<file path="config.mk">
export PLATFORM = sky130hd
export DESIGN_NAME = shift_exec_stage
export DESIGN_NICKNAME = d
export VERILOG_FILES = /design/src/rtl/shift_exec_stage.sv
export SDC_FILE = /design/constraint.sdc
export NUM_CORES = 1
export LEC_CHECK = 0
export ABC_AREA = 1
export BUFFER_PORTS_ARGS = -buffer_cell sky130_fd_sc_hd__clkbuf_2
export CAP_MARGIN = 20
export CORE_ASPECT_RATIO = 1.1
export CORE_MARGIN = 1.5
export CORE_UTILIZATION = 55
export DETAILED_ROUTE_END_ITERATION = 10
export PLACE_DENSITY = 0.78
export SETUP_SLACK_MARGIN = 0.3
export SYNTH_ARGS = -nofsm -noshare
export SYNTH_HDL_FRONTEND = slang
export SYNTH_SLANG_ARGS = --single-unit
</file>
<file path="constraint.sdc">
create_clock -name clk -period 2.1 [get_ports clk]
set_input_delay 0.21 -clock clk [delete_from_list [all_inputs] [get_ports clk]]
set_output_delay 0.21 -clock clk [all_outputs]
set_load 0.02 [all_outputs]
</file>
<file path="src/rtl/shift_exec_stage.sv">
// Two-stage shift/rotate unit: S1 captures the request, S2 holds the result
// together with its zero and carry flags, under valid/ready flow control.
module shift_exec_stage (
  input  logic       clk,
  input  logic       rst_n,
  input  logic       in_valid,
  output logic       in_ready,
  input  logic [7:0] in_a,
  input  logic [7:0] in_b,
  input  logic [1:0] in_op,
  output logic       out_valid,
  input  logic       out_ready,
  output logic [7:0] out_c,
  output logic       out_zf,
  output logic       out_cf
);

  localparam logic [1:0] OP_SLL = 2'b00;
  localparam logic [1:0] OP_SRL = 2'b01;
  localparam logic [1:0] OP_SRA = 2'b10;
  localparam logic [1:0] OP_ROL = 2'b11;

  logic       s1_valid;
  logic [7:0] a;
  logic [7:0] b;
  logic [1:0] op;
  logic       s2_free;

  assign s2_free  = !out_valid || out_ready;
  assign in_ready = !s1_valid || s2_free;

  // Left and right shifts run on 9 bits so the bit shifted out lands in the
  // extra position and doubles as the carry for in-range amounts.
  logic [8:0] l1, l2, l3;
  logic [8:0] r1, r2, r3;
  logic [7:0] t1, t2, t3;
  logic       fill;
  logic       big;
  logic       is_eight;

  assign fill     = (op == OP_SRA) && a[7];
  assign big      = |b[7:3];
  assign is_eight = (b == 8'd8);

  assign l1 = b[2] ? {a[4:0], 4'b0}  : {1'b0, a};
  assign l2 = b[1] ? {l1[6:0], 2'b0} : l1;
  assign l3 = b[0] ? {l2[7:0], 1'b0} : l2;

  assign r1 = b[2] ? {{4{fill}}, a, 1'b0} >> 4 : {a, 1'b0};
  assign r2 = b[1] ? {{2{fill}}, r1[8:2]} : r1;
  assign r3 = b[0] ? {fill, r2[8:1]}      : r2;

  assign t1 = b[2] ? {a[3:0], a[7:4]}   : a;
  assign t2 = b[1] ? {t1[5:0], t1[7:6]} : t1;
  assign t3 = b[0] ? {t2[6:0], t2[7]}   : t2;

  logic [7:0] c_next;
  logic       cf_next;

  always_comb begin
    c_next  = 8'h00;
    cf_next = 1'b0;
    unique case (op)
      OP_SLL: begin
        c_next  = big ? 8'h00 : l3[7:0];
        cf_next = big ? (is_eight && a[0]) : l3[8];
      end
      OP_SRL: begin
        c_next  = big ? 8'h00 : r3[8:1];
        cf_next = big ? (is_eight && a[7]) : r3[0];
      end
      OP_SRA: begin
        c_next  = big ? {8{a[7]}} : r3[8:1];
        cf_next = big ? a[7] : r3[0];
      end
      OP_ROL: begin
        c_next  = t3;
        cf_next = (b[2:0] != 3'd0) && t3[0];
      end
      default: begin
        c_next  = 8'h00;
        cf_next = 1'b0;
      end
    endcase
  end

  always_ff @(posedge clk or negedge rst_n) begin
    if (!rst_n) begin
      s1_valid  <= 1'b0;
      a         <= 8'h00;
      b         <= 8'h00;
      op        <= 2'b00;
      out_valid <= 1'b0;
      out_c     <= 8'h00;
      out_zf    <= 1'b0;
      out_cf    <= 1'b0;
    end else begin
      if (s1_valid && s2_free) begin
        out_valid <= 1'b1;
        out_c     <= c_next;
        out_zf    <= (c_next == 8'h00);
        out_cf    <= cf_next;
      end else if (out_ready) begin
        out_valid <= 1'b0;
      end

      if (in_valid && in_ready) begin
        s1_valid <= 1'b1;
        a        <= in_a;
        b        <= in_b;
        op       <= in_op;
      end else if (s1_valid && s2_free) begin
        s1_valid <= 1'b0;
      end
    end
  end

endmodule

</file>
==> flow_metrics.py, run 1 <==
metrics = {
    "status": {
        "outcome": "finished with violations",
        "violations": "negative hold slack",
    },
    "power_and_ir_drop": {
        "switchingPower_uw": 981,
        "ir_worst_vdd_mv": 0.683,
        "power.density_nw_per_um2": 978,
        "seqPwrFrac_pct": 33.4,
        "leakage_uw": 0.00128,
        "pwr-share-clk_pct": 23.9,
        "p_int_uw": 1450,
        "p_comb_share_pct": 42.7,
        "p_sw_share_pct": 40.4,
    },
    "place": {
        "placedCellCount": 388,
        "place_area_um2": 2270,
        "finalWeightedCongestion": 1.04,
        "port_buffers": 33,
        "dpl.hpwl_um": 3900,
    },
    "yosys": {
        "synthCells": 312,
        "synth-seq-cells": 30,
        "netlist_area_um2": 2060,
        "syn_nets": 334,
        "synth_edf_count": 0,
        "async_flop_share_pct": 100,
        "ys_warn_count": 0,
        "synth-seq-area-share_pct": 36.5,
        "avgSynthCellArea_um2": 6.60,
        "ys_types": 24,
        "synth_flop_cell": "dfrtp_1",
    },
    "timing": {
        "fin_hold_ws_ns": -0.0227,
        "maxSlewHeadroom_pct": 51.0,
        "fin_crit_sh_pct": 80.5,
        "fin_skew_ns": 0.00724,
        "max_freq_mhz": 592,
        "finalHoldViolCount": 30,
        "min_period_ns": 1.69,
        "worst_pin_slew_ns": 0.736,
        "slew_viol_final": 0,
        "fin_tns_setup_ns": 0,
        "finalSetupViolCount": 0,
        "rsz0062_at_grt": "true",
    },
    "floorplanning": {
        "dieArea_um2": 4120,
        "start_util_pct": 56.8,
        "die_w_um": 61.3,
        "die_h_um": 67.2,
        "core_area_um2": 3630,
        "fp-row-count": 23,
        "num_io_pins": 34,
    },
    "grt": {
        "grt_pass1_wl_um": 8570,
        "antenna_found_initial": 0,
        "busiest_layer": "met2",
        "gr-usage-met3_pct": 4.41,
        "grtUsageMet1_pct": 39.0,
        "grt_max_degree": 31,
        "grt_util_met2_pct": 43.0,
        "grt_overflow": 0,
        "grt_usage_pct": 28.3,
        "grt_pass1_vias": 1912,
    },
    "detailed_routing": {
        "drc": 0,
        "num_vias": 2240,
        "first_pass_iters": 4,
        "wl_per_cell_um": 13.5,
        "ant_nets": 0,
        "wirelength_um": 5370,
        "drt_iter0_drc": 210,
        "vias_per_cell": 5.64,
    },
    "worst_setup_path": {
        "setup.worst_path.end_class": "register",
        "cp_max_fo": 6,
        "crit_path_cell_trace": "buf_6 > nand2_2 > nand2_4 > nand2_2 > nand2_1 > o211ai_1 > nand3_1 > nand2_1 > nand2_1 > nor2_1 > nand3_1 > nand2_1",
        "cp_common_cell": "nand2_1",
        "slowest_delay_ns": 0.46,
        "crit_arrival_ns": 1.91,
        "required_ns": 2.32,
        "criticalPathCategory": "reg2reg",
        "start_kind": "register",
        "critical-path-slowest-cell": "dfrtp_2",
    },
    "clock_tree": {
        "cts.clk_slew.worst_paths_ns": 0.06,
        "cts_tree": "built",
        "clockBufferDepth": 2,
        "htreeDepth": 2,
        "worstSkewPairLatency_ns": 0.28,
        "cts_inserted_buffers": 5,
        "cts_hold_buf": 0,
        "cts_root_buf": "clkbuf_8",
        "cts.sinks": 30,
    },
    "finish": {
        "fin_cells": 397,
        "mostFrequentLayoutCells": "92 x nand2_1, 49 x nand3_1, 33 x clkbuf_2, 31 x nor2_1, 29 x dfrtp_1",
        "drive_above_1_share_pct": 24.2,
        "postLayoutCellArea_um2": 2490,
        "post-route-util_pct": 68.6,
        "final_nets": 369,
        "final_common_cell": "nand2_1",
        "area_growth_pct": 20.7,
        "diodes": 0,
    },
    "hold_path": {
        "worstHoldPathType": "in2async",
    },
    "job": {
        "maxCapViolations": 0,
    },
}
## cell type report
type / count / area (µm²)
multi-input cells: 246 / 1230
fillers: 316 / 1140
flip-flops and latches: 30 / 752
repair buffers: 41 / 236
inverters: 23 / 96.3
clock buffers: 6 / 82.6
well taps: 50 / 62.6
clock inverters: 1 / 30.0
## cells by family (layout without fill, tap and decap cells)
logic type | Yosys count | count (layout) | share of synthesized area [%]
and+or+nand+nor | 197 | 197 | 40.3
AOI/OAI and AO/OA | 41 | 41 | 11.6
buffers and inverters | 36 | 71 | 7.23
DFF | 30 | 30 | 36.5
muxes | 8 | 8 | 4.37
## state kept, by name, summed over array words and instances, names as in the netlist
name and cells:
out_cf 1, a 8, out_c 8, out_valid 1, out_zf 1, op 2, b 8, s1_valid 1
## metrics by stage
stage                     total power [µW]  setup WS (ns)
final                                 2430          0.409
after CTS                             2360          0.326
after floorplan                       1510          0.527
after global routing                  2610          0.239
after global placement                1770          0.349
after detailed placement              1770          0.340
## path summary, 6_finish.rpt
check	from	endpoint	slack, ns	cells after the start
max in group asynchronous	rst_n	b[2]	1.61	1
min reg2reg	out_c[7]	out_c[7]	0.50	1
max reg2reg	b[2]	out_zf	0.41	12
min	rst_n	a[6]	-0.02	1
max	b[2]	out_zf	0.41	12
min in group clk	in_b[4]	b[4]	0.16	2
## synthesized netlist by cell type (all sizes together), types with 3 or more instances
master / number / area, µm²
nand2: 105 / 404
nand3: 53 / 265
nor2: 34 / 130
dfrtp: 30 / 751
inv: 21 / 78.8
a21oi: 16 / 83.8
a31oi: 9 / 56.3
mux2: 8 / 90.1
o21ai: 8 / 40.0
clkbuf: 7 / 26.3
buf: 6 / 36.3
o211ai: 4 / 30.0
o21a: 3 / 22.5
## power by group through the flow
stage | registers [µW] | logic, µW | clock network (µW)
finish | 811 | 1040 | 581
CTS | 799 | 970 | 596
detailed placement | 809 | 966 | 0
global placement | 804 | 968 | 0
floorplan | 890 | 617 | 0
global route | 827 | 1160 | 619
## worst max-delay path, delay by kind of cell (launching register included)
family / cells / cell delay [ns]
buf+inv: 1 / 0.15
flops: 1 / 0.46
simple gates: 10 / 0.82
compound gates: 1 / 0.21
## layer usage
layer | share of wire (%) | vias up | wire (µm)
li1 | - | 1107 | -
met1 | 43 | 1005 | 2290
met2 | 46 | 110 | 2470
met3 | 7.1 | 18 | 383
met4 | 4.3 | 0 | 230
met5 | 0 | - | 0
## what timing repair did
item / in CTS / in global routing
gates resized for setup: 0 / 29
setup buffers: 0 / 1
setup endpoints to repair: 0 / 3
endpoints found under the hold margin: 0 / 0
(Power assumes the default switching activity.)
==> run 2: changes to the inputs <==
- CORE_UTILIZATION: 55 -> 51
- PLACE_DENSITY: 0.78 -> 0.76
- clock period: 2.1 -> 1.43 ns (I/O delays scaled with it)
==> flow_metrics.py, run 2 (synthesized netlist as in run 1, its figures left out) <==
metrics = {
    "clock_tree": {
        "cts.sinks": 30,
        "worstSkewPairLatency_ns": 0.30,
        "cts_tree": "built",
        "cts_root_buf": "clkbuf_8",
        "htreeDepth": 2,
        "cts.clk_slew.worst_paths_ns": 0.08,
        "cts_inserted_buffers": 5,
        "clockBufferDepth": 2,
    },
    "floorplanning": {
        "start_util_pct": 52.8,
        "num_io_pins": 34,
        "die_w_um": 63.6,
        "core_area_um2": 3900,
        "dieArea_um2": 4430,
        "die_h_um": 69.7,
        "fp-row-count": 24,
    },
    "status": {
        "outcome": "finished with violations",
        "violations": "negative setup slack",
    },
    "timing": {
        "finalSetupViolCount": 10,
        "setup_slack_ns": -0.286,
        "slew_viol_final": 0,
        "worst_pin_slew_ns": 0.419,
        "min_period_ns": 1.72,
        "finalHoldViolCount": 0,
        "fin_crit_sh_pct": 120,
        "fin_skew_ns": 0.0103,
        "maxSlewHeadroom_pct": 72.1,
        "rsz0062_at_grt": "true",
        "max_freq_mhz": 583,
    },
    "grt": {
        "grt_pass1_wl_um": 10500,
        "grt_overflow": 0,
        "grt_max_degree": 20,
        "grt_usage_pct": 30.3,
        "grt_pass1_vias": 2344,
        "antenna_found_initial": 0,
    },
    "worst_setup_path": {
        "criticalPathCategory": "reg2reg",
        "crit_end": "out_zf",
        "setup.worst_path.end_class": "register",
        "reg2regPathDepth": 14,
        "critical-path-slowest-cell": "dfrtp_2",
        "crit_path_cell_trace": "buf_6 > nand2_4 > nand2_2 > nand2_2 > nand2_1 > nand2_1 > nand2_1 > a21oi_2 > nand2_1 > nor2_1 > nand2_1 > nor2_1 > nand3_1 > nand2_1",
        "startpoint": "b[2]",
        "rr_startpoint": "b[2]",
        "start_kind": "register",
        "crit_arrival_ns": 1.96,
        "slowest_delay_ns": 0.45,
        "regToRegSetupSlack_ns": -0.29,
        "required_ns": 1.67,
        "cp_max_fo": 6,
        "cp_common_cell": "nand2_1",
        "r2r_end": "out_zf",
    },
    "finish": {
        "fin_cells": 452,
        "drive_above_1_share_pct": 44.8,
        "diodes": 0,
        "reg_top3": "a: 8 flops, b: 8 flops, out_c: 8 flops",
        "area_growth_pct": 59.2,
        "final_nets": 421,
        "mostFrequentLayoutCells": "78 x nand2_1, 45 x buf_4, 41 x nand3_1, 32 x clkbuf_2, 27 x dfrtp_1",
        "final_common_cell": "nand2_1",
        "n_fill_cell": 225,
    },
    "detailed_routing": {
        "drc": 0,
        "ant_nets": 0,
        "drt_iter0_drc": 216,
        "num_vias": 2673,
        "wl_per_cell_um": 17.1,
        "vias_per_cell": 5.91,
        "wirelength_um": 7730,
        "first_pass_iters": 5,
    },
    "power_and_ir_drop": {
        "leakage_uw": 0.00165,
        "p_total_uw": 4320,
        "ir_worst_vdd_mv": 0.721,
        "power.density_nw_per_um2": 1320,
    },
    "hold_path": {
        "worstHoldPathType": "in2reg",
    },
    "place": {
        "port_buffers": 33,
        "finalWeightedCongestion": 0.931,
        "placedCellCount": 435,
        "dpl.hpwl_um": 4510,
        "pre_cts_slack_ns": -0.236,
    },
    "job": {
        "maxCapViolations": 0,
    },
}
==> run 2: cell count changes in the layout (fill, tap and decap cells not counted), moves of 6 or more <==
cell,change
nand2_2,+10
mux2_4,+8
nor2_4,+11
nand3_1,-8
a21oi_2,+9
buf_12,+6
a21oi_1,-9
nor2_1,-11
mux2_2,-8
buf_4,+40
nand2_1,-14
==> run 2: per-layer routing <==
metal / vias up / share of wire, % / GRT usage (%)
met2: 176 / 50 / 53.3
li1: 1211 / - / -
met5: - / 0 / 0
met4: 0 / 6.4 / 15.0
met3: 58 / 7.6 / 6.33
met1: 1228 / 36 / 34.4
==> run 2: power breakdown <==
part	internal (µW)	switching, µW
clock	521	356
combinational	940	1290
sequential	1040	171
==> run 2: area by class of cell <==
class | count | area [µm²] | share of cell area, %
Multi-Input combinational cell | 247 | 1530 | 46.8
Inverter | 23 | 93.8 | 2.86
Clock inverter | 1 | 30.0 | 0.916
Tap cell | 52 | 65.1 | 1.98
Clock buffer | 7 | 76.3 | 2.33
Sequential cell | 30 | 754 | 23.0
Timing Repair Buffer | 92 | 726 | 22.1
==> run 2: worst min-delay path by stage <==
stage                   from     to  slack (ns)  depth (start not counted)
finish               in_b[4]   b[4]        0.08                          2
global route        in_op[1]  op[1]        0.08                          2
CTS                  in_b[4]   b[4]        0.09                          2
detailed placement     rst_n   a[6]        0.09                          1
global placement       rst_n   a[6]        0.09                          1
floorplan              rst_n   a[0]       -0.15                          0
==> run 2: critical path, delay by kind of cell (launching register included) <==
family	cells	cell delay, ns
AOI/OAI and AO/OA	1	0.16
buffers and inverters	1	0.16
DFF	1	0.45
and+or+nand+nor	12	0.91
==> run 2: per-stage QoR <==
stage	cell area [µm²]	TNS (ns)	utilization (%)	hold WS, ns
floorplan	2170	-0.0172	-	-0.153
global placement	2730	-1.01	70.0	0.0895
detailed placement	2730	-1.31	70.0	0.0916
CTS	2990	-1.27	76.6	0.0859
global route	3280	-3.07	84.0	0.0812
finish	3280	-2.14	84.0	0.0791
==> run 2: what timing repair did <==
action	CTS	global route
gates cloned	2	0
buffers inserted	1	5
setup endpoints to repair	30	27
hold buffers	1	0
pin swaps	5	19
hold endpoints to repair	14	0
resized for setup	28	63
